`src/rtl/reg_file_param_if.sv`:
```
// Bus bundle for reg_file_param: one write port, two read ports and the
// clear-engine handshake. The master drives requests and the slave returns data and status.
interface reg_file_param_if #(
  parameter int WIDTH = 16,
  parameter int DEPTH = 8
);
  localparam int AW = $clog2(DEPTH);

  logic             wr;
  logic [AW-1:0]    wr_addr;
  logic [WIDTH-1:0] d_in;
  logic [AW-1:0]    rd_addr_a;
  logic [AW-1:0]    rd_addr_b;
  logic [WIDTH-1:0] d_out_a;
  logic [WIDTH-1:0] d_out_b;
  logic             clr;
  logic             busy;
  logic             wr_drop;

  modport master (
    output wr, wr_addr, d_in, rd_addr_a, rd_addr_b, clr,
    input  d_out_a, d_out_b, busy, wr_drop
  );

  modport slave (
    input  wr, wr_addr, d_in, rd_addr_a, rd_addr_b, clr,
    output d_out_a, d_out_b, busy, wr_drop
  );
endinterface

```
`src/rtl/reg_file_param.sv`:
```
// Parametrised register file: two combinational read ports, one synchronous
// write port, an optional zero register and bypass, and a one-entry-per-cycle clear sweep.
module reg_file_param #(
  parameter int WIDTH    = 16,
  parameter int DEPTH    = 8,
  parameter int ZERO_REG = 0,
  parameter int BYPASS   = 0
) (
  input  logic             clk,
  input  logic             reset,
  reg_file_param_if.slave  bus
);
  localparam int AW = $clog2(DEPTH);

  typedef enum logic {S_IDLE, S_CLEAR} state_t;

  state_t           r_state;
  state_t           w_next_state;
  logic [AW-1:0]    r_ptr;
  logic             r_busy;
  logic             r_wr_drop;
  logic [WIDTH-1:0] r_mem [DEPTH];

  logic             w_wr_accept;
  logic             w_wr_store;
  logic             w_clear_we;
  logic [AW-1:0]    w_ptr_next;
  logic             w_busy_next;
  logic             w_drop_next;
  logic             w_zero_a;
  logic             w_zero_b;
  logic             w_byp_a;
  logic             w_byp_b;

  assign w_wr_accept = bus.wr && (r_state == S_IDLE);
  // Writes to the zero register are accepted but never reach storage.
  assign w_wr_store  = w_wr_accept && !((ZERO_REG != 0) && (bus.wr_addr == '0));

  // NOTE: sequential state uses non-blocking assignments so every register
  // samples its inputs from before the edge, independent of block order.
  always_ff @(posedge clk or posedge reset) begin
    if (reset) r_state <= S_IDLE;
    else       r_state <= w_next_state;
  end

  // NOTE: every signal driven in a combinational block gets a default first,
  // so no path can leave it unassigned and infer a latch.
  always_comb begin
    w_next_state = r_state;
    case (r_state)
      S_IDLE:  if (bus.clr) w_next_state = S_CLEAR;
      S_CLEAR: if (r_ptr == AW'(DEPTH - 1)) w_next_state = S_IDLE;
      default: w_next_state = S_IDLE;
    endcase
  end

  always_comb begin
    w_clear_we  = 1'b0;
    w_ptr_next  = r_ptr;
    w_busy_next = (w_next_state == S_CLEAR);
    w_drop_next = 1'b0;
    case (r_state)
      S_IDLE: begin
        if (bus.clr) w_ptr_next = '0;
      end
      S_CLEAR: begin
        w_clear_we  = 1'b1;
        w_ptr_next  = r_ptr + 1'b1;
        w_drop_next = bus.wr;
      end
      default: ;
    endcase
  end

  always_ff @(posedge clk or posedge reset) begin
    if (reset) begin
      r_ptr     <= '0;
      r_busy    <= 1'b0;
      r_wr_drop <= 1'b0;
    end else begin
      r_ptr     <= w_ptr_next;
      r_busy    <= w_busy_next;
      r_wr_drop <= w_drop_next;
    end
  end

  // NOTE: storage is reset because reset must leave every entry reading
  // zero with no clock; this rules out a RAM macro for this block.
  always_ff @(posedge clk or posedge reset) begin
    if (reset) begin
      for (int i = 0; i < DEPTH; i++) r_mem[i] <= '0;
    end else if (w_clear_we) begin
      r_mem[r_ptr] <= '0;
    end else if (w_wr_store) begin
      r_mem[bus.wr_addr] <= bus.d_in;
    end
  end

  assign w_zero_a = (ZERO_REG != 0) && (bus.rd_addr_a == '0);
  assign w_zero_b = (ZERO_REG != 0) && (bus.rd_addr_b == '0);
  assign w_byp_a  = (BYPASS != 0) && w_wr_accept && (bus.rd_addr_a == bus.wr_addr);
  assign w_byp_b  = (BYPASS != 0) && w_wr_accept && (bus.rd_addr_b == bus.wr_addr);

  assign bus.d_out_a = w_zero_a ? '0 : (w_byp_a ? bus.d_in : r_mem[bus.rd_addr_a]);
  assign bus.d_out_b = w_zero_b ? '0 : (w_byp_b ? bus.d_in : r_mem[bus.rd_addr_b]);
  assign bus.busy    = r_busy;
  assign bus.wr_drop = r_wr_drop;
endmodule

```
`src/flat_wrapper.sv`:
```
// flat-port wrapper written by rule: the top's interface ports become plain ports
module reg_file_param_flat 
#(
  parameter int WIDTH    = 16,
  parameter int DEPTH    = 8,
  parameter int ZERO_REG = 0,
  parameter int BYPASS   = 0
)
  (clk, reset, bus_wr, bus_wr_addr, bus_d_in, bus_rd_addr_a, bus_rd_addr_b, bus_clr, bus_d_out_a, bus_d_out_b, bus_busy, bus_wr_drop);
  reg_file_param_if #(.WIDTH(WIDTH), .DEPTH(DEPTH)) bus_i ();
  input  logic clk;
  input  logic reset;
  input wire logic [$bits(bus_i.wr)-1:0] bus_wr;
  input wire logic [$bits(bus_i.wr_addr)-1:0] bus_wr_addr;
  input wire logic [$bits(bus_i.d_in)-1:0] bus_d_in;
  input wire logic [$bits(bus_i.rd_addr_a)-1:0] bus_rd_addr_a;
  input wire logic [$bits(bus_i.rd_addr_b)-1:0] bus_rd_addr_b;
  input wire logic [$bits(bus_i.clr)-1:0] bus_clr;
  output wire logic [$bits(bus_i.d_out_a)-1:0] bus_d_out_a;
  output wire logic [$bits(bus_i.d_out_b)-1:0] bus_d_out_b;
  output wire logic [$bits(bus_i.busy)-1:0] bus_busy;
  output wire logic [$bits(bus_i.wr_drop)-1:0] bus_wr_drop;
  assign bus_i.wr = bus_wr;
  assign bus_i.wr_addr = bus_wr_addr;
  assign bus_i.d_in = bus_d_in;
  assign bus_i.rd_addr_a = bus_rd_addr_a;
  assign bus_i.rd_addr_b = bus_rd_addr_b;
  assign bus_i.clr = bus_clr;
  assign bus_d_out_a = bus_i.d_out_a;
  assign bus_d_out_b = bus_i.d_out_b;
  assign bus_busy = bus_i.busy;
  assign bus_wr_drop = bus_i.wr_drop;
  reg_file_param #(.WIDTH(WIDTH), .DEPTH(DEPTH), .ZERO_REG(ZERO_REG), .BYPASS(BYPASS)) u_core (.clk(clk), .reset(reset), .bus(bus_i));
endmodule
```
`config.mk`:
```
export PLATFORM = sky130hd
export DESIGN_NAME = reg_file_param_flat
export DESIGN_NICKNAME = d
export VERILOG_FILES = /design/src/rtl/reg_file_param_if.sv /design/src/rtl/reg_file_param.sv /design/src/flat_wrapper.sv
export SDC_FILE = /design/constraint.sdc
export NUM_CORES = 1
export LEC_CHECK = 0
export ABC_CLOCK_PERIOD_IN_PS = 4370
export CORE_MARGIN = 2
export CORE_UTILIZATION = 31
export CTS_CLUSTER_SIZE = 40
export DETAILED_ROUTE_END_ITERATION = 7
export GPL_TIMING_DRIVEN = 1
export PLACE_DENSITY = 0.57
export SYNTH_ARGS = -nofsm -noshare
export SYNTH_HDL_FRONTEND = slang
export SYNTH_SLANG_ARGS = --single-unit
export TNS_END_PERCENT = 30
```
`constraint.sdc`:
```
create_clock -name clk -period 4.37 [get_ports clk]
set_input_delay 0.874 -clock clk [delete_from_list [all_inputs] [get_ports clk]]
set_output_delay 0.874 -clock clk [all_outputs]
set_load 0.03 [all_outputs]
```
==> impl_metrics.prom, run 1 <==
# TYPE chip_impl_metric gauge
chip_impl_metric{name="cp_data_arrival_time",unit="ns"} 2.73
chip_impl_metric{name="io_pins",unit=""} 63
chip_impl_metric{name="timing.critical_path.required",unit="ns"} 3.50
chip_impl_metric{name="grt_antenna_before_repair",unit=""} 0
chip_impl_metric{name="period_utilization_post_route",unit="%"} 82.45
chip_impl_metric{name="drcViolationCount",unit=""} 0
chip_impl_metric{name="number_of_antenna_violating_nets_in_the_routed_design",unit=""} 0
chip_impl_info{name="setup.worst_path.start_class",value="primary input"} 1
chip_impl_metric{name="period_minus_slack",unit="ns"} 3.603
chip_impl_info{name="critPathCaptureType",value="output port"} 1
chip_impl_metric{name="final_design_area_no_fill",unit="um2"} 9009
chip_impl_metric{name="cts_buffers",unit=""} 17
chip_impl_metric{name="chipWidth",unit="um"} 159.7
chip_impl_metric{name="grt_pass1_vias",unit=""} 5529
chip_impl_info{name="layout.cells.most_common_list",value="sky130_fd_sc_hd__dfrtp_1, sky130_fd_sc_hd__nand2_1, sky130_fd_sc_hd__mux2i_1"} 1
chip_impl_metric{name="fp.dieArea",unit="um2"} 25500
chip_impl_metric{name="post_cts_hold_buffer_count",unit=""} 0
chip_impl_metric{name="synthesis.area_per_instance",unit="um2"} 12.82
chip_impl_metric{name="drt-total-wl",unit="um"} 21200
chip_impl_info{name="timing_worst_setup_path_type",value="primary input to output port"} 1
chip_impl_metric{name="synth_area",unit="um2"} 7513
chip_impl_info{name="critical_path.slowest_cell",value="sky130_fd_sc_hd__clkdlybuf4s50_1"} 1
chip_impl_metric{name="insertion_delay",unit="ns"} 0.41
chip_impl_metric{name="clk_transition_reported_paths",unit="ns"} 0.06
chip_impl_info{name="cts.root.buffer_cell",value="sky130_fd_sc_hd__clkbuf_16"} 1
chip_impl_info{name="layout.cells.most_common",value="sky130_fd_sc_hd__dfrtp_1"} 1
chip_impl_metric{name="die_height",unit="um"} 159.7
chip_impl_metric{name="warning_count_from_the_yosys_run",unit=""} 0
chip_impl_metric{name="mappedNetlistNets",unit=""} 617
chip_impl_metric{name="detail_route.iter0.violations",unit=""} 410
chip_impl_metric{name="dr_wl_cell",unit="um"} 21.90
chip_impl_metric{name="grtUsageTotal",unit="%"} 17.18
chip_impl_metric{name="floorplan.initialDensity",unit="%"} 31.82
chip_impl_metric{name="final.setup.worst_slack",unit="ns"} 0.7671
chip_impl_metric{name="dpl_worst_slack",unit="ns"} 0.7663
chip_impl_metric{name="power.density",unit="nW/um2"} 599.4
chip_impl_metric{name="final_layout_size_suffix_gt1_share",unit="%"} 24.04
chip_impl_metric{name="global_route_wire_length_before_repair",unit="um"} 32970
chip_impl_metric{name="num-nets-final",unit=""} 667
chip_impl_metric{name="timing.final.hold_violations",unit=""} 0
chip_impl_metric{name="yosys.cell_types.count",unit=""} 30
chip_impl_metric{name="grt_start_max_net_pins",unit=""} 134
chip_impl_metric{name="globalRoute.totalOverflow",unit=""} 0
chip_impl_metric{name="dpl_cell_area",unit="um2"} 8439
chip_impl_metric{name="area.growth.synth_to_final",unit="%"} 19.90
chip_impl_metric{name="final.hold.worst_slack",unit="ns"} 0.5361
chip_impl_metric{name="buffer_ports.inserted",unit=""} 62
chip_impl_metric{name="slew_headroom",unit="%"} 17.74
chip_impl_metric{name="ys_ff_latch",unit=""} 133
chip_impl_metric{name="timing.setup.tns",unit="ns"} 0
chip_impl_metric{name="cts.sink_count",unit=""} 133
chip_impl_metric{name="timing_max_transition_violations_final",unit=""} 0
chip_impl_metric{name="worstPathMaxFanout",unit=""} 32
chip_impl_metric{name="postCtsSetupBuffers",unit=""} 0
chip_impl_metric{name="clock_path_buffers",unit=""} 2
chip_impl_metric{name="vias_per_cell",unit=""} 5.296
chip_impl_metric{name="post_cts_resized",unit=""} 0
chip_impl_metric{name="power.leakage",unit="nW"} 4.144
chip_impl_metric{name="finalClockSkew",unit="ns"} 0.005358
chip_impl_metric{name="critical-path-max-stage-delay",unit="ns"} 0.61
chip_impl_metric{name="worst_slew_pin_slew",unit="ns"} 1.227
chip_impl_info{name="worst_hold_path_type",value="flop to flop"} 1
chip_impl_metric{name="synth.yosys.seq_area_share",unit="%"} 44.30
chip_impl_metric{name="vdd_drop_max",unit="uV"} 411.6
chip_impl_metric{name="detailedPlacementHpwl",unit="um"} 12390
chip_impl_metric{name="drt_first_pass_iters",unit=""} 5
chip_impl_metric{name="cap_violations",unit=""} 0
chip_impl_metric{name="post_synth_inst_count",unit=""} 586
chip_impl_metric{name="num_vias",unit=""} 5127
chip_impl_metric{name="core_area",unit="um2"} 23610
chip_impl_info{name="cts_tree",value="yes"} 1
chip_impl_metric{name="fp-row-count",unit=""} 56
chip_impl_info{name="status",value="complete, no violations"} 1
chip_impl_metric{name="htree_num_levels",unit=""} 4
chip_impl_metric{name="nFillCells",unit=""} 2302
chip_impl_metric{name="num_antenna_cells",unit=""} 0
chip_impl_metric{name="setup_viol_count_final",unit=""} 0
chip_impl_info{name="crit_chain",value="buf_2, buf_12, mux4_2, mux2_2, clkdlybuf4s50_1"} 1
chip_impl_info{name="rsz0062_at_grt",value="no"} 1
chip_impl_metric{name="max_freq",unit="GHz"} 0.2776
chip_impl_metric{name="gp_congestion",unit=""} 0.7431
## synth_stat cells
| cell type | n | area, um2 |
|---|---|---|
| sky130_fd_sc_hd__nand2_2 | 1 | 6.260 |
| sky130_fd_sc_hd__nand2b_1 | 3 | 18.77 |
| sky130_fd_sc_hd__nand2_1 | 131 | 491.7 |
| sky130_fd_sc_hd__o21ai_0 | 2 | 10.01 |
| sky130_fd_sc_hd__and3_1 | 1 | 6.260 |
| sky130_fd_sc_hd__buf_6 | 4 | 45.04 |
| sky130_fd_sc_hd__nand4bb_1 | 3 | 33.78 |
| sky130_fd_sc_hd__or3_1 | 1 | 6.260 |
| sky130_fd_sc_hd__buf_4 | 14 | 105.1 |
| sky130_fd_sc_hd__mux4_2 | 64 | 1441 |
| sky130_fd_sc_hd__nand3b_4 | 1 | 20.02 |
| sky130_fd_sc_hd__nor3b_1 | 2 | 15.01 |
| sky130_fd_sc_hd__nor3b_2 | 1 | 12.51 |
| sky130_fd_sc_hd__or4b_1 | 1 | 10.01 |
| sky130_fd_sc_hd__clkbuf_2 | 1 | 5.000 |
| sky130_fd_sc_hd__a21oi_1 | 1 | 5.000 |
| sky130_fd_sc_hd__ha_1 | 2 | 25.02 |
| sky130_fd_sc_hd__buf_1 | 2 | 7.510 |
| sky130_fd_sc_hd__nor2_2 | 1 | 6.260 |
| sky130_fd_sc_hd__inv_1 | 17 | 63.81 |
| sky130_fd_sc_hd__buf_2 | 20 | 100.1 |
| sky130_fd_sc_hd__mux2_2 | 32 | 360.4 |
| sky130_fd_sc_hd__clkbuf_1 | 10 | 37.54 |
| sky130_fd_sc_hd__nand4_1 | 1 | 6.260 |
| sky130_fd_sc_hd__mux2i_1 | 129 | 1291 |
| sky130_fd_sc_hd__dfrtp_1 | 133 | 3328 |
| sky130_fd_sc_hd__nand3b_1 | 2 | 15.01 |
| sky130_fd_sc_hd__nand4b_1 | 3 | 26.28 |
| sky130_fd_sc_hd__nor2_1 | 2 | 7.510 |
| sky130_fd_sc_hd__and2_1 | 1 | 6.260 |
## per-layer routing
metal | wire, um | GRT usage, % | vias to the layer above
met5 | 0 | 0 | -
met4 | 177 | 3.843 | 0
met3 | 1576 | 4.623 | 15
met2 | 9985 | 26.54 | 206
met1 | 9457 | 24.25 | 2703
li1 | - | - | 2203
## cell families after synthesis
group | share of synthesized area, %
AND/OR/NAND/NOR | 9.159
AO/OA/AOI/OAI | 0.1998
adder cells (fa/ha/maj) | 0.3330
multiplexers | 41.17
buffers and inverters | 4.846
flip-flops | 44.30
## report_power, final
| part | internal, mW | switching (mW) |
|---|---|---|
| clock network | 0.863 | 0.523 |
| logic | 0.934 | 1.02 |
| registers | 1.68 | 0.381 |
## final timing paths
kind / start / end / slack, ns / depth (start not counted)
worst min register to register: u_core.r_mem[9] / u_core.r_mem[9] / 0.54 / 2
worst min-delay path: u_core.r_mem[9] / u_core.r_mem[9] / 0.54 / 2
max in group asynchronous: reset / u_core.r_mem[14] / 2.80 / 3
min in group asynchronous: reset / u_core.r_mem[70] / 1.02 / 3
worst max register to register: u_core.r_state / u_core.r_mem[67] / 2.03 / 3
worst max-delay path: bus_rd_addr_b[0] / bus_d_out_b[10] / 0.77 / 5
## cell type report
type	count	area (um2)	area share [%]
well taps	319	399.1	4.431
clock buffers	22	464.2	5.153
flip-flops and latches	133	3328	36.94
inverters	17	67.56	0.7500
clock inverters	10	105.1	1.167
multi-input cells	385	3831	42.53
repair buffers	82	813.3	9.028
## critical path: cells and delay by family
kind | cells | cell delay [ns]
buffers and inverters | 3 | 0.98
muxes | 2 | 0.86
## registers in the layout, summed over array words and instances, names as in the netlist
signal / count
u_core.bus.wr_drop: 1
u_core.r_mem: 128
u_core.r_ptr: 3
u_core.r_state: 1
## metrics by stage
stage	util, %	total power, mW	cells
after floorplan	-	3.317	586
after global placement	35.74	3.926	936
after detailed placement	35.74	4.029	936
after CTS	38.15	5.432	968
after global routing	38.15	5.701	968
final	38.15	5.399	968
Note: power is estimated with default switching activity, not from simulation.
==> inputs of run 2 (changes only) <==
--- a/config.mk
+++ b/config.mk
@@ -5,13 +5,13 @@
 export SDC_FILE = /design/constraint.sdc
 export NUM_CORES = 1
 export LEC_CHECK = 0
-export ABC_CLOCK_PERIOD_IN_PS = 4370
+export ABC_CLOCK_PERIOD_IN_PS = 3350
 export CORE_MARGIN = 2
 export CORE_UTILIZATION = 31
 export CTS_CLUSTER_SIZE = 40
 export DETAILED_ROUTE_END_ITERATION = 7
 export GPL_TIMING_DRIVEN = 1
-export PLACE_DENSITY = 0.57
+export PLACE_DENSITY = 0.55
 export SYNTH_ARGS = -nofsm -noshare
 export SYNTH_HDL_FRONTEND = slang
 export SYNTH_SLANG_ARGS = --single-unit
==> constraint.sdc (replaced) <==
create_clock -name clk -period 3.35 [get_ports clk]
set_input_delay 0.67 -clock clk [delete_from_list [all_inputs] [get_ports clk]]
set_output_delay 0.67 -clock clk [all_outputs]
set_load 0.03 [all_outputs]
==> impl_metrics.prom, run 2 (synthesis results as in run 1) <==
# TYPE chip_impl_metric gauge
chip_impl_metric{name="detailedPlacementHpwl",unit="um"} 13830
chip_impl_metric{name="clockPowerShare",unit="%"} 26.3
chip_impl_info{name="worstReg2RegStart",value="u_core.r_state"} 1
chip_impl_metric{name="power.density",unit="nW/um2"} 785.7
chip_impl_metric{name="cp_data_arrival_time",unit="ns"} 2.43
chip_impl_metric{name="chipWidth",unit="um"} 159.7
chip_impl_metric{name="r2r_cells",unit=""} 3
chip_impl_info{name="critPathCaptureType",value="output port"} 1
chip_impl_metric{name="timing.critical_path.required",unit="ns"} 2.68
chip_impl_info{name="timing_worst_setup_path_type",value="primary input to output port"} 1
chip_impl_metric{name="floorplan.initialDensity",unit="%"} 31.82
chip_impl_metric{name="power.leakage",unit="nW"} 4.222
chip_impl_metric{name="largest_reg_flops",unit=""} 128
chip_impl_metric{name="worst_slew_pin_slew",unit="ns"} 0.9819
chip_impl_metric{name="vias_per_cell",unit=""} 5.311
chip_impl_info{name="worst_hold_path.endpoint",value="u_core.r_mem[2]"} 1
chip_impl_metric{name="timing_max_transition_violations_final",unit=""} 0
chip_impl_metric{name="fp-row-count",unit=""} 56
chip_impl_info{name="layout.cells.most_common_list",value="sky130_fd_sc_hd__dfrtp_1, sky130_fd_sc_hd__nand2_1, sky130_fd_sc_hd__mux2i_1"} 1
chip_impl_metric{name="grtUsageTotal",unit="%"} 18.04
chip_impl_metric{name="post_cts_resized",unit=""} 0
chip_impl_metric{name="die_height",unit="um"} 159.7
chip_impl_metric{name="cell_internal_pwr",unit="mW"} 4.497
chip_impl_metric{name="grt_pass1_vias",unit=""} 5769
chip_impl_metric{name="grt_antenna_before_repair",unit=""} 0
chip_impl_metric{name="dr_wl_cell",unit="um"} 22.35
chip_impl_metric{name="register_area",unit="um2"} 3328
chip_impl_metric{name="postCtsSetupBuffers",unit=""} 0
chip_impl_info{name="layout.cells.most_common",value="sky130_fd_sc_hd__dfrtp_1"} 1
chip_impl_metric{name="grt_start_max_net_pins",unit=""} 61
chip_impl_info{name="cts_tree",value="yes"} 1
chip_impl_info{name="crit-reg2reg-capture",value="u_core.r_mem[127]"} 1
chip_impl_info{name="cts.root.buffer_cell",value="sky130_fd_sc_hd__clkbuf_16"} 1
chip_impl_metric{name="final_layout_size_suffix_gt1_share",unit="%"} 29.27
chip_impl_metric{name="finalClockSkew",unit="ns"} 0.006743
chip_impl_metric{name="num-nets-final",unit=""} 674
chip_impl_metric{name="drcViolationCount",unit=""} 0
chip_impl_metric{name="max_freq",unit="GHz"} 0.3224
chip_impl_metric{name="clock_path_buffers",unit=""} 2
chip_impl_metric{name="multi_input_area",unit="um2"} 3831
chip_impl_metric{name="cts.sink_count",unit=""} 133
chip_impl_metric{name="num_vias",unit=""} 5178
chip_impl_info{name="rsz0062_at_grt",value="no"} 1
chip_impl_info{name="max_flop_register",value="u_core.r_mem"} 1
chip_impl_metric{name="global_route_wire_length_before_repair",unit="um"} 34460
chip_impl_metric{name="io_pins",unit=""} 63
chip_impl_metric{name="period_minus_slack",unit="ns"} 3.102
chip_impl_metric{name="vdd_drop_max",unit="uV"} 394.5
chip_impl_info{name="setup.worst_path.start_class",value="primary input"} 1
chip_impl_metric{name="drt-total-wl",unit="um"} 21790
chip_impl_metric{name="cts_buffers",unit=""} 17
chip_impl_metric{name="clk_transition_reported_paths",unit="ns"} 0.06
chip_impl_metric{name="area.growth.synth_to_final",unit="%"} 19.58
chip_impl_metric{name="htree_num_levels",unit=""} 4
chip_impl_metric{name="post_cts_hold_buffer_count",unit=""} 0
chip_impl_metric{name="setup_viol_count_final",unit=""} 0
chip_impl_metric{name="globalRoute.totalOverflow",unit=""} 0
chip_impl_metric{name="timing.setup.tns",unit="ns"} 0
chip_impl_metric{name="power.share.combinational",unit="%"} 35.6
chip_impl_metric{name="nFillCells",unit=""} 2259
chip_impl_info{name="top_regs",value="u_core.r_mem: 128 flops, u_core.r_ptr: 3 flops"} 1
chip_impl_metric{name="seqPwrFrac",unit="%"} 38.1
chip_impl_metric{name="number_of_antenna_violating_nets_in_the_routed_design",unit=""} 0
chip_impl_metric{name="buffer_ports.inserted",unit=""} 62
chip_impl_metric{name="core_area",unit="um2"} 23610
chip_impl_metric{name="detail_route.iter0.violations",unit=""} 360
chip_impl_metric{name="fp.dieArea",unit="um2"} 25500
chip_impl_metric{name="timing.final.hold_violations",unit=""} 0
chip_impl_metric{name="slew_headroom",unit="%"} 34.54
chip_impl_metric{name="cap_violations",unit=""} 0
chip_impl_metric{name="drt_first_pass_iters",unit=""} 4
chip_impl_metric{name="num_antenna_cells",unit=""} 0
chip_impl_metric{name="power.share.switching",unit="%"} 36.30
chip_impl_metric{name="period_utilization_post_route",unit="%"} 92.59
chip_impl_info{name="worst_min_path_start",value="u_core.r_mem[2]"} 1
chip_impl_info{name="status",value="complete, no violations"} 1
chip_impl_metric{name="gp_congestion",unit=""} 0.7460
chip_impl_metric{name="hold_depth",unit=""} 2
chip_impl_info{name="worst_hold_path_type",value="flop to flop"} 1
chip_impl_metric{name="regToRegSetupSlack",unit="ns"} 1.22
chip_impl_metric{name="power",unit="mW"} 7.060
chip_impl_metric{name="total_switching_power",unit="mW"} 2.562
chip_impl_metric{name="worstPathMaxFanout",unit=""} 9
chip_impl_metric{name="insertion_delay",unit="ns"} 0.43
-- run 2: routing by layer --
layer	share of wire [%]	track usage, %
met1	43	23.62
met2	49	29.52
met3	5.9	4.494
met4	1.9	5.620
met5	0	0
-- run 2: final cells by class --
type	instances	area share, %
clock buffer	20	5.083
clock inverter	12	1.434
inverter	17	0.7520
multi-input combinational	385	42.64
sequential	133	37.04
tap	319	4.442
timing repair buffer	89	8.606
-- run 2: worst max-delay path, cell delays in order --
cell and delay, ns:
sky130_fd_sc_hd__buf_2 0.24, sky130_fd_sc_hd__buf_4 0.28, sky130_fd_sc_hd__mux4_2 0.31, sky130_fd_sc_hd__mux2_2 0.32, sky130_fd_sc_hd__clkdlybuf4s50_1 0.60
-- run 2: worst max-delay path by stage --
stage,start,end,slack [ns],depth (start not counted)
floorplan,bus_rd_addr_a[0],bus_d_out_a[15],0.76,5
global placement,bus_rd_addr_a[2],bus_d_out_a[6],0.26,5
detailed placement,bus_rd_addr_a[2],bus_d_out_a[6],0.25,5
CTS,bus_rd_addr_a[2],bus_d_out_a[6],0.25,5
global route,bus_rd_addr_a[2],bus_d_out_a[6],0.19,5
finish,bus_rd_addr_a[2],bus_d_out_a[6],0.25,5
-- run 2: stage by stage --
step | std cells | hold WS (ns) | area, um2 | utilization [%] | setup WS (ns)
after floorplan | 586 | 0.5084 | 7517 | - | 0.7591
after global placement | 943 | 0.5196 | 8399 | 35.57 | 0.2589
after detailed placement | 943 | 0.5325 | 8399 | 35.57 | 0.2543
after CTS | 975 | 0.5423 | 8985 | 38.05 | 0.2476
after global routing | 975 | 0.5588 | 8985 | 38.05 | 0.1949
final | 975 | 0.5415 | 8985 | 38.05 | 0.2481
-- run 2: power groups by stage --
stage | Clock, mW | Sequential (mW) | Combinational (mW)
after floorplan | 0 | 2.51 | 1.82
after global placement | 0 | 2.63 | 2.46
after detailed placement | 0 | 2.70 | 2.54
after CTS | 1.90 | 2.68 | 2.55
after global routing | 1.97 | 2.78 | 2.73
final | 1.86 | 2.69 | 2.51
